### src/rtl/pipe_scroller.sv
// pipe_scroller: spawns pipe obstacles at the right matrix edge with a random
// gap row, scrolls them left one column per game tick, retires them at
// column 0, and optionally counts pipes passed by the dot.
// Optional feature macro: PIPE_SCORE_EN (score counter and score_pulse).
module pipe_scroller #(
   parameter int unsigned N_SLOTS = 3,
   parameter int unsigned X_MAX   = 7,
   parameter int unsigned SPACING = 4,
   parameter int unsigned BIRD_X  = 2
) (
   input  logic                   clk,
   input  logic                   rst,
   input  logic                   start,
   input  logic                   tick,
   input  logic                   freeze,
   input  logic [3:0]             rnd,
   output logic [N_SLOTS-1:0]     pipe_vld,
   output logic [3*N_SLOTS-1:0]   pipe_x,
   output logic [3*N_SLOTS-1:0]   pipe_gap,
   output logic                   score_pulse,
   output logic [7:0]             score,
   output logic                   running
);

   localparam int unsigned XW = 3;
   localparam int unsigned CW = 4;
   localparam int unsigned SW = 8;

   typedef enum logic [1:0] {S_IDLE = 2'd0, S_RUN = 2'd1, S_HALT = 2'd2} state_e;

   state_e                  state_q, state_d;
   logic [N_SLOTS-1:0]      vld_q, vld_d;
   logic [XW*N_SLOTS-1:0]   x_q, x_d;
   logic [XW*N_SLOTS-1:0]   gap_q, gap_d;
   logic [CW-1:0]           cnt_q, cnt_d;
   logic                    running_q, running_d;
   logic                    step_c;
   logic                    clear_c;
   logic                    spawned_c;
   logic [2:0]              g_c;
   logic [2:0]              gap_new_c;
   logic                    unused_rnd_c;

   // A game step only happens in RUN on an unfrozen tick; start in HALT wipes the field
   assign step_c  = (state_q == S_RUN) && tick && !freeze;
   assign clear_c = (state_q == S_HALT) && start;

   // Fold the random word onto rows 0..5 so the 3-row gap always fits
   assign g_c          = rnd[2:0];
   assign gap_new_c    = (g_c > 3'd5) ? (g_c - 3'd3) : g_c;
   assign unused_rnd_c = rnd[3];

   // State register
   always_ff @(posedge clk or posedge rst) begin
      if (rst) state_q <= S_IDLE;
      else     state_q <= state_d;
   end

   // Next-state logic
   always_comb begin
      state_d = state_q;
      case (state_q)
         S_IDLE:  if (start)  state_d = S_RUN;
         S_RUN:   if (freeze) state_d = S_HALT;
         S_HALT:  if (start)  state_d = S_RUN;
         default:             state_d = S_IDLE;
      endcase
   end

   // Slot move/retire/spawn and spawn-spacing counter for the next cycle
   always_comb begin
      vld_d     = vld_q;
      x_d       = x_q;
      gap_d     = gap_q;
      cnt_d     = cnt_q;
      spawned_c = 1'b0;
      running_d = (state_d == S_RUN);
      if (clear_c) begin
         vld_d = '0;
         x_d   = '0;
         gap_d = '0;
         cnt_d = '0;
      end else if (step_c) begin
         for (int unsigned i = 0; i < N_SLOTS; i++) begin
            if (vld_q[i]) begin
               if (x_q[XW*i +: XW] == '0) vld_d[i] = 1'b0;
               else x_d[XW*i +: XW] = x_q[XW*i +: XW] - XW'(1);
            end
         end
         if (cnt_q == '0) begin
            // Only slots free before this tick qualify; a slot retiring now waits
            for (int unsigned i = 0; i < N_SLOTS; i++) begin
               if (!spawned_c && !vld_q[i]) begin
                  vld_d[i]            = 1'b1;
                  x_d[XW*i +: XW]     = XW'(X_MAX);
                  gap_d[XW*i +: XW]   = gap_new_c;
                  spawned_c           = 1'b1;
               end
            end
            if (spawned_c) cnt_d = CW'(SPACING - 1);
         end else begin
            cnt_d = cnt_q - CW'(1);
         end
      end
   end

   // Slot and status registers
   always_ff @(posedge clk or posedge rst) begin
      if (rst) begin
         vld_q     <= '0;
         x_q       <= '0;
         gap_q     <= '0;
         cnt_q     <= '0;
         running_q <= 1'b0;
      end else begin
         vld_q     <= vld_d;
         x_q       <= x_d;
         gap_q     <= gap_d;
         cnt_q     <= cnt_d;
         running_q <= running_d;
      end
   end

   assign pipe_vld = vld_q;
   assign pipe_x   = x_q;
   assign pipe_gap = gap_q;
   assign running  = running_q;

`ifdef PIPE_SCORE_EN
   logic [SW-1:0] score_q, score_d;
   logic          pulse_q, pulse_d;
   logic          cross_c;

   // A pipe is passed when it steps from the dot column to the one left of it
   always_comb begin
      cross_c = 1'b0;
      for (int unsigned i = 0; i < N_SLOTS; i++) begin
         if (vld_q[i] && (x_q[XW*i +: XW] == XW'(BIRD_X))) cross_c = 1'b1;
      end
   end

   // Score counter next value and one-cycle pass pulse
   always_comb begin
      score_d = score_q;
      pulse_d = 1'b0;
      if (clear_c) begin
         score_d = '0;
      end else if (step_c && cross_c) begin
         score_d = score_q + SW'(1);
         pulse_d = 1'b1;
      end
   end

   // Score registers
   always_ff @(posedge clk or posedge rst) begin
      if (rst) begin
         score_q <= '0;
         pulse_q <= 1'b0;
      end else begin
         score_q <= score_d;
         pulse_q <= pulse_d;
      end
   end

   assign score       = score_q;
   assign score_pulse = pulse_q;
`else
   logic unused_bird_c;
   assign unused_bird_c = ^SW'(BIRD_X);
   assign score         = '0;
   assign score_pulse   = 1'b0;
`endif

endmodule

### config.mk
export PLATFORM = sky130hd
export DESIGN_NAME = pipe_scroller
export DESIGN_NICKNAME = d
export VERILOG_FILES = /design/src/rtl/pipe_scroller.sv
export SDC_FILE = /design/constraint.sdc
export NUM_CORES = 1
export LEC_CHECK = 0
export ABC_CLOCK_PERIOD_IN_PS = 1400
export CAP_MARGIN = 0
export CORE_MARGIN = 2
export CORE_UTILIZATION = 44
export CTS_CLUSTER_DIAMETER = 200
export DETAILED_ROUTE_END_ITERATION = 10
export HOLD_SLACK_MARGIN = 0.1
export PLACE_DENSITY = 0.81
export SYNTH_ARGS = -nofsm -noshare
export SYNTH_HDL_FRONTEND = slang
export SYNTH_SLANG_ARGS = --single-unit
### constraint.sdc
create_clock -name clk -period 1.4 [get_ports clk]
set_input_delay 0.28 -clock clk [delete_from_list [all_inputs] [get_ports clk]]
set_output_delay 0.28 -clock clk [all_outputs]
set_load 0.005 [all_outputs]
After elaboration in Yosys (flattened, before gate mapping)

Index checks and enable logic that the tools add are counted.

Register bits: 28
Input port bits: 9
Output and inout port bits: 31
Word-level logic and storage cells: 93

Add/sub/neg operators: 5
$lt $le $gt $ge: 1
Equality and inequality tests: 5
Multiplexer cells: 50
Reductions and logical operators: 24

Operators with widths:

| operator                                                                 | count |
|---|---|
| 9-bit 2-to-1 mux                                                         | 6 |
| 3-bit 2-to-1 mux                                                         | 16 |
| 1-bit 2-to-1 mux                                                         | 21 |
| 4-bit 2-to-1 mux                                                         | 4 |
| 3-bit zero test                                                          | 3 |
| 3-bit AND reduction                                                      | 3 |
| 3-bit by 1-bit subtractor with 3-bit output (second input constant)      | 3 |
| 2-bit nonzero test                                                       | 4 |
| 1-bit logical AND                                                        | 5 |
| 1-bit zero test                                                          | 5 |
| 2-bit by 1-bit equality test with 1-bit output (second input constant)   | 2 |
| 4-bit zero test                                                          | 1 |
| 2-bit 2-to-1 mux                                                         | 2 |
| 2-bit case mux with 2 select lines                                       | 1 |
| 4-bit by 1-bit subtractor with 4-bit output (second input constant)      | 1 |
| 3-bit greater-than comparator (second input constant)                    | 1 |
| 3-bit by 2-bit inequality test with 1-bit output (second input constant) | 1 |
| 3-bit by 2-bit subtractor with 3-bit output (second input constant)      | 1 |
| 2-bit equality test (second input constant)                              | 1 |
| 2-bit zero test                                                          | 1 |
| 2-bit by 1-bit inequality test with 1-bit output (second input constant) | 1 |
| 2-bit AND reduction                                                      | 1 |
| 2-bit OR reduction                                                       | 1 |

Logic depth before layout (Yosys ltp)

Depth after elaboration: 21
Depth in mapped cells: 6
Depth with buffers taken out: 6

Worst setup path after synthesis

OpenSTA, ideal clock, no wires.

Kind: reg2reg
From: reg cnt_q[0]
To: reg gap_q[0], in the netlist pipe_gap[0]
Setup time: 132 ps
Arrival time: 1395 ps
Data required time: 1268 ps
Setup slack: -127 ps
Cell stages (with the launch flop): 7
Buffers on the path: 0
Clock period less this slack: 1527 ps
Cells stage by stage: dfrtp_1 -> inv_1 -> ha_1 -> nor4b_1 -> nand2_1 -> mux2i_1 -> nor2_1

Longest elaborated chain between the ends: 3

RTL lines:

| element                       | line | text |
|---|---|---|
| start, declared               | 35   | `logic [CW-1:0] cnt_q, cnt_d;` |
| start signal, assigned        | 119  | `cnt_q <= cnt_d;` |
| 4-bit zero test               | 90   | `if (cnt_q == '0) begin` |
| 2-bit nonzero test (no line)  | --   |  |
| 3-bit AND reduction (no line) | --   |  |
| end signal, assigned          | 118  | `gap_q <= gap_d;` |
| end, declared                 | 34   | `logic [XW*N_SLOTS-1:0] gap_q, gap_d;` |

Every way passes these cells.
A chain may end at the register's enable or synchronous reset.

Worst setup path in the final report

From: reg cnt_q[1]
To: reg gap_q[7], in the netlist pipe_gap[7]

The elaborated chain is that of the path after synthesis.

==> impl_metrics.ini <==
[clocking]
clk_path_buf_depth = 2
cts_made_buffers = 3
cts.sinks = 28
holdBufCountCts = 0
cts-root-buf = clkbuf_4
htreeDepth = 1
path_clk_slew_ns = 0.15
clock_latency_ns = 0.33
cts_tree = done

[worst_setup_path]
reg2reg_slack_ns = -0.17
path_max_fanout = 6
r2r-end = pipe_gap[7]$_DFFE_PP0P_
crit_path_start_kind = flip-flop
cp-end-kind = flip-flop
critical_path_class = flip-flop to flip-flop
worstPathRequired_ns = 1.63
cp.arrival_ns = 1.80
reg2reg_depth = 6
r2r-start = cnt_q[1]$_DFFE_PP0P_

[drt]
met3WireLength_um = 110
drt-total-wl_um = 4360
dr_wl_met2_um = 2530
vias_per_cell = 5.17
met1Wirelength_um = 1650
detail-route-antenna-nets = 0
highest_layer = met4
drc_errors = 0
via_count = 1519
drt_iter0_drc = 76
first_pass_iters = 4
wl_per_cell_um = 14.8

[synth]
async_flop_share_pct = 100
synth-simple-area-share_pct = 18.7
synth_cells = 161
synth-compound-area-share_pct = 17.2
synth_edf_count = 0
yosysMostFrequentCell = dfrtp_1
ys_top_cells_by_area = dfrtp_1 (44%), ha_1 (7.1%), buf_4 (4.7%)
synthMuxAreaShare_pct = 4.02
synth-xor-area-share_pct = 0
synth_top_cell_area_share_pct = 44.1
yosys.area.top_type = dfrtp_1
synth_top_family_by_area = simple AND/OR/NAND/NOR gates
synth_ff_type = dfrtp_1
synth_common_cells = dfrtp_1 (28), inv_1 (12), nor2_1 (11)
yosysSeqAreaShare_pct = 44.1
syn_area_um2 = 1590
ys_ff_latch = 28
synth_fa_ha_area_share_pct = 7.09
yosysWarnings = 0
syn_area_per_cell_um2 = 9.87
ys_types = 36

[timing]
final_hold_viol_count = 0
rsz0062_at_grt = true
fmax_mhz = 636
drv_slew = 0
min_period_over_period_pct = 112
post-route-min-period_ns = 1.57
skew_ns = 0.00219
final.setup.worst_slack_ns = -0.173
finalSetupViolations = 24

[placement]
hpwl_um = 2720
place_area_um2 = 2150
pre_cts_slack_ns = -0.537
gp_congestion = 0.819
portBuffers = 29

[global_routing]
grt_usage_pct = 22.3
grt_first_pass_wirelength_um = 7170
grt_max_degree = 29
grt-ovfl-total = 0
antenna_found_initial = 0
grt_pass1_vias = 1567

[floorplanning]
io_pins = 40
die_h_um = 64.1
rows = 21
coreArea_um2 = 3390
fp.dieArea_um2 = 4110
start_util_pct = 46.9
die_w_um = 64.1

[finish]
antennaDiodeCount = 0
area_delta_synth_final_pct = 64.0
fillers = 233
final_layout_size_suffix_gt1_share_pct = 42.7
fin_util_pct = 76.9
layout.nets = 267
stdcell_area_um2 = 2610

[power]
ir_drop_uv = 1130
power.leakage_nw = 1.31
power_density_nw_per_um2 = 1410

[run_status]
violations = negative setup slack
status = complete, but fails checks

[job]
drv_cap = 0

[min_path]
min_path_type = primary input to asynchronous set/reset pin
## cell families (layout without fill, tap and decap cells)
kind of cell,Yosys count,count (layout)
adder cells (fa/ha/maj),9,9
buffers and inverters,26,105
other,1,9
multiplexers,6,6
AO/OA/AOI/OAI,42,42
flip-flops,28,28
AND/OR/NAND/NOR,49,49
## worst max-delay path, cell delays in order, from the launching register on
cell	delay (ns)
dfrtp_1	0.42
inv_2	0.07
ha_4	0.16
nand4b_1	0.14
or4_4	0.51
nand3_2	0.10
o21ai_1	0.07
## worst max-delay path by stage
stage / from / to / slack [ns]
4_1_cts: cnt_q[0]$_DFFE_PP0P_ / pipe_gap[8]$_DFFE_PP0P_ / -0.11
5_1_grt: state_q[1]$_DFF_PP0_ / cnt_q[3]$_DFFE_PP0P_ / -0.27
3_5_place_dp: tick / pipe_gap[4]$_DFFE_PP0P_ / -0.54
3_3_place_gp: tick / pipe_gap[3]$_DFFE_PP0P_ / -0.46
6_report: cnt_q[1]$_DFFE_PP0P_ / pipe_gap[7]$_DFFE_PP0P_ / -0.17
2_1_floorplan: cnt_q[0]$_DFFE_PP0P_ / pipe_gap[6]$_DFFE_PP0P_ / -0.05
## state kept, by name, summed over array words and instances, names as in the netlist
register and count:
cnt_q 4, pipe_gap 9, pipe_vld 3, pipe_x 9, running 1, state_q 2
## per-stage QoR
stage	hold WS (ns)	TNS, ns	total power [mW]	cells
global route	0.286	-3.94	3.92	294
detailed placement	0.511	-10.63	2.53	263
global placement	0.496	-9.54	2.47	263
floorplan	0.345	-0.157	1.80	169
CTS	0.259	-0.548	3.40	290
finish	0.259	-2.10	3.67	294
## layout by cell type (no fill, tap or decap), drive strengths merged, types with 3 or more instances in the layout
| master | n |
|---|---|
| nor2 | 11 |
| dlygate4sd2 | 21 |
| clkbuf | 5 |
| dfrtp | 28 |
| ha | 9 |
| o21a | 6 |
| a31oi | 3 |
| mux2 | 3 |
| clkdlybuf4s50 | 5 |
| conb | 9 |
| a41oi | 3 |
| buf | 60 |
| o21ai | 14 |
| nand2 | 7 |
| nand3 | 9 |
| nand4b | 3 |
| a21o | 3 |
| mux2i | 3 |
| a21oi | 6 |
| nor3 | 5 |
| inv | 12 |
## report_power, final
group	total [mW]	switching [mW]	leakage (nW)	internal [mW]
registers	1.16	0.160	0.373	0.999
clock network	0.529	0.239	0.0279	0.290
logic	1.98	0.868	0.911	1.12
## repair_timing
| action | CTS | global route |
|---|---|---|
| gates resized for setup | 58 | 31 |
| setup endpoints to repair | 46 | 26 |
| pin swaps | 11 | 15 |
| setup buffers | 23 | 6 |
## layer usage
layer / GRT usage (%) / vias to the layer above
met5: 0 / -
met4: 8.51 / 0
met3: 1.76 / 8
li1: - / 732
met2: 41.5 / 30
met1: 26.5 / 749
## area by class of cell
| class | count | area (µm²) | area share (%) |
|---|---|---|---|
| tap | 46 | 57.6 | 2.21 |
| clock buffer | 3 | 22.5 | 0.864 |
| timing repair buffer | 89 | 759 | 29.1 |
| multi-input combinational | 115 | 988 | 37.9 |
| sequential | 28 | 703 | 27.0 |
| clock inverter | 1 | 30.0 | 1.15 |
| inverter | 12 | 45.0 | 1.73 |
(Power assumes the default switching activity.)
==> patch (same flow settings) <==
Build with the macro `PIPE_SCORE_EN` defined.
--- a/src/rtl/pipe_scroller.sv
+++ b/src/rtl/pipe_scroller.sv
@@ -4,2 +4,4 @@
 // Optional feature macro: PIPE_SCORE_EN (score counter and score_pulse).
+`define PIPE_SCORE_EN
+
 module pipe_scroller #(
Formal check against the unedited RTL: not equivalent (Yosys sat finds a counterexample within 10 cycles, from zero or initial values and one cycle with rst high).
==> patch against the unedited design <==
The run still ends with setup timing left. Sequential share of layout area down 2.3 points. Power up 32%. Worst setup slack lost 0.16 ns. Non-clock buffer count up 36. Clock skew rose by 0.011 ns. Die area up 27%. Utilization grew 8.2 points. Sequential cell count rose by 9. Worst hold slack gained 0.096 ns. Design area up 44%. Wire length increased by 81%. Synthesized area grew 29%. Critical path type unchanged.
==> patch: results (changes against the unedited design) <==
metric,value,unit,change
timing.setup.tns,-6.620,ns,was -2.096 ns
grt_max_degree,38,,was 29
leakage,0.001822,uW,was 0.001312 uW
whs,0.3549,ns,was 0.2590 ns
synth_common_cells,"dfrtp_1, inv_1, nand2_1, ha_1, o21ai_0",,"was dfrtp_1, inv_1, nor2_1, buf_4"
nFillCells,217,,was 233
dr.pass1.iters,6,,was 4
htree_levels,2,,was 1
synth.avg_cell_area,9.925,sq um,was 9.870 sq um
drt-total-wl,7917,microns,was 4364 microns
clk_latency,0.31,ns,was 0.33 ns
rr_startpoint,cnt_q[0],,was cnt_q[1]
ir_worst_vdd,0.9401,mV,was 1.129 mV
r2r_end,pipe_x[0],,was pipe_gap[7]
skew,0.01358,ns,was 0.002191 ns
fin_nets,353,,was 267
pre_cts_ws,-0.5707,ns,was -0.5371 ns
post_drt_wl_per_cell,20.73,microns,was 14.84 microns
dp_hpwl,3865,microns,was 2721 microns
multi_input_area,1478,sq um,was 988.4 sq um
place.gp.congestion,0.8246,,was 0.8185
layout_setup_ws,-0.3360,ns,was -0.1730 ns
synth_cell_types,48,,was 36
status,"complete, but fails checks",,unchanged
io_buffers,38,,was 29
grt_pass1_vias,2259,,"was 1,567"
crit_path_end,pipe_x[0],,was pipe_gap[7]
drive_above_1_share,51.21,%,was 42.74%
viasPerCell,5.942,,was 5.167
finalSetupViolCount,33,,was 24
cts-root-buf,clkbuf_8,,was clkbuf_4
grt.total_usage,28.31,%,was 22.30%
violations,setup timing,,unchanged
cts_buffers,5,,was 3
grt_pass1_wl,11190,microns,was 7169 microns
clk_pin_slew_worst_paths,0.08,ns,was 0.15 ns
worst-path-max-fanout,3,,was 6
-- patch: layer usage --
layer,wire [microns],track usage (%)
met1,2998,34.17
met2,4012,48.52
met3,622,5.000
met4,284,14.05
met5,0,0
-- patch: cell families (layout without fill, tap and decap cells) --
family | after synthesis | in the layout | synth area share (%)
AOI/OAI and AO/OA | 55 | 55 | 18.45
adders and majority gates | 14 | 14 | 8.526
buffers and inverters | 24 | 147 | 4.445
DFF | 37 | 37 | 45.07
muxes | 9 | 9 | 4.628
and+or+nand+nor | 68 | 68 | 18.88
-- patch: what timing repair did --
action | in CTS | in global routing
pin swaps | 16 | 32
resized for setup | 91 | 74
endpoints found under the setup margin | 63 | 43
buffers inserted | 25 | 10
-- patch: worst min path at each step --
| stage | cells past startpoint | start | to |
|---|---|---|---|
| 5_1_grt | 3 | rst | score_pulse |
| 4_1_cts | 3 | rst | score_pulse |
| 3_3_place_gp | 2 | pipe_gap[8] | pipe_gap[8] |
| 3_5_place_dp | 2 | pipe_gap[8] | pipe_gap[8] |
| 6_report | 3 | rst | score[4] |
| 2_1_floorplan | 1 | start | state_q[1] |
-- patch: where the power goes --
part / total, uW / internal (uW) / switching, uW
Combinational: 2550 / 1340 / 1210
Sequential: 1480 / 1280 / 198
Clock: 797 / 391 / 406
-- patch: critical path, stage by stage (launching register included) --
cell,delay (ns)
dfrtp_1,0.41
inv_2,0.10
ha_4,0.14
or3b_4,0.39
or2_4,0.27
a21oi_4,0.18
o21a_1,0.17
-- patch: cell type report --
type | instances | area share [%]
flip-flops and latches | 37 | 24.72
repair buffers | 125 | 29.81
well taps | 52 | 1.732
clock buffers | 7 | 2.298
multi-input cells | 146 | 39.34
inverters | 15 | 2.099
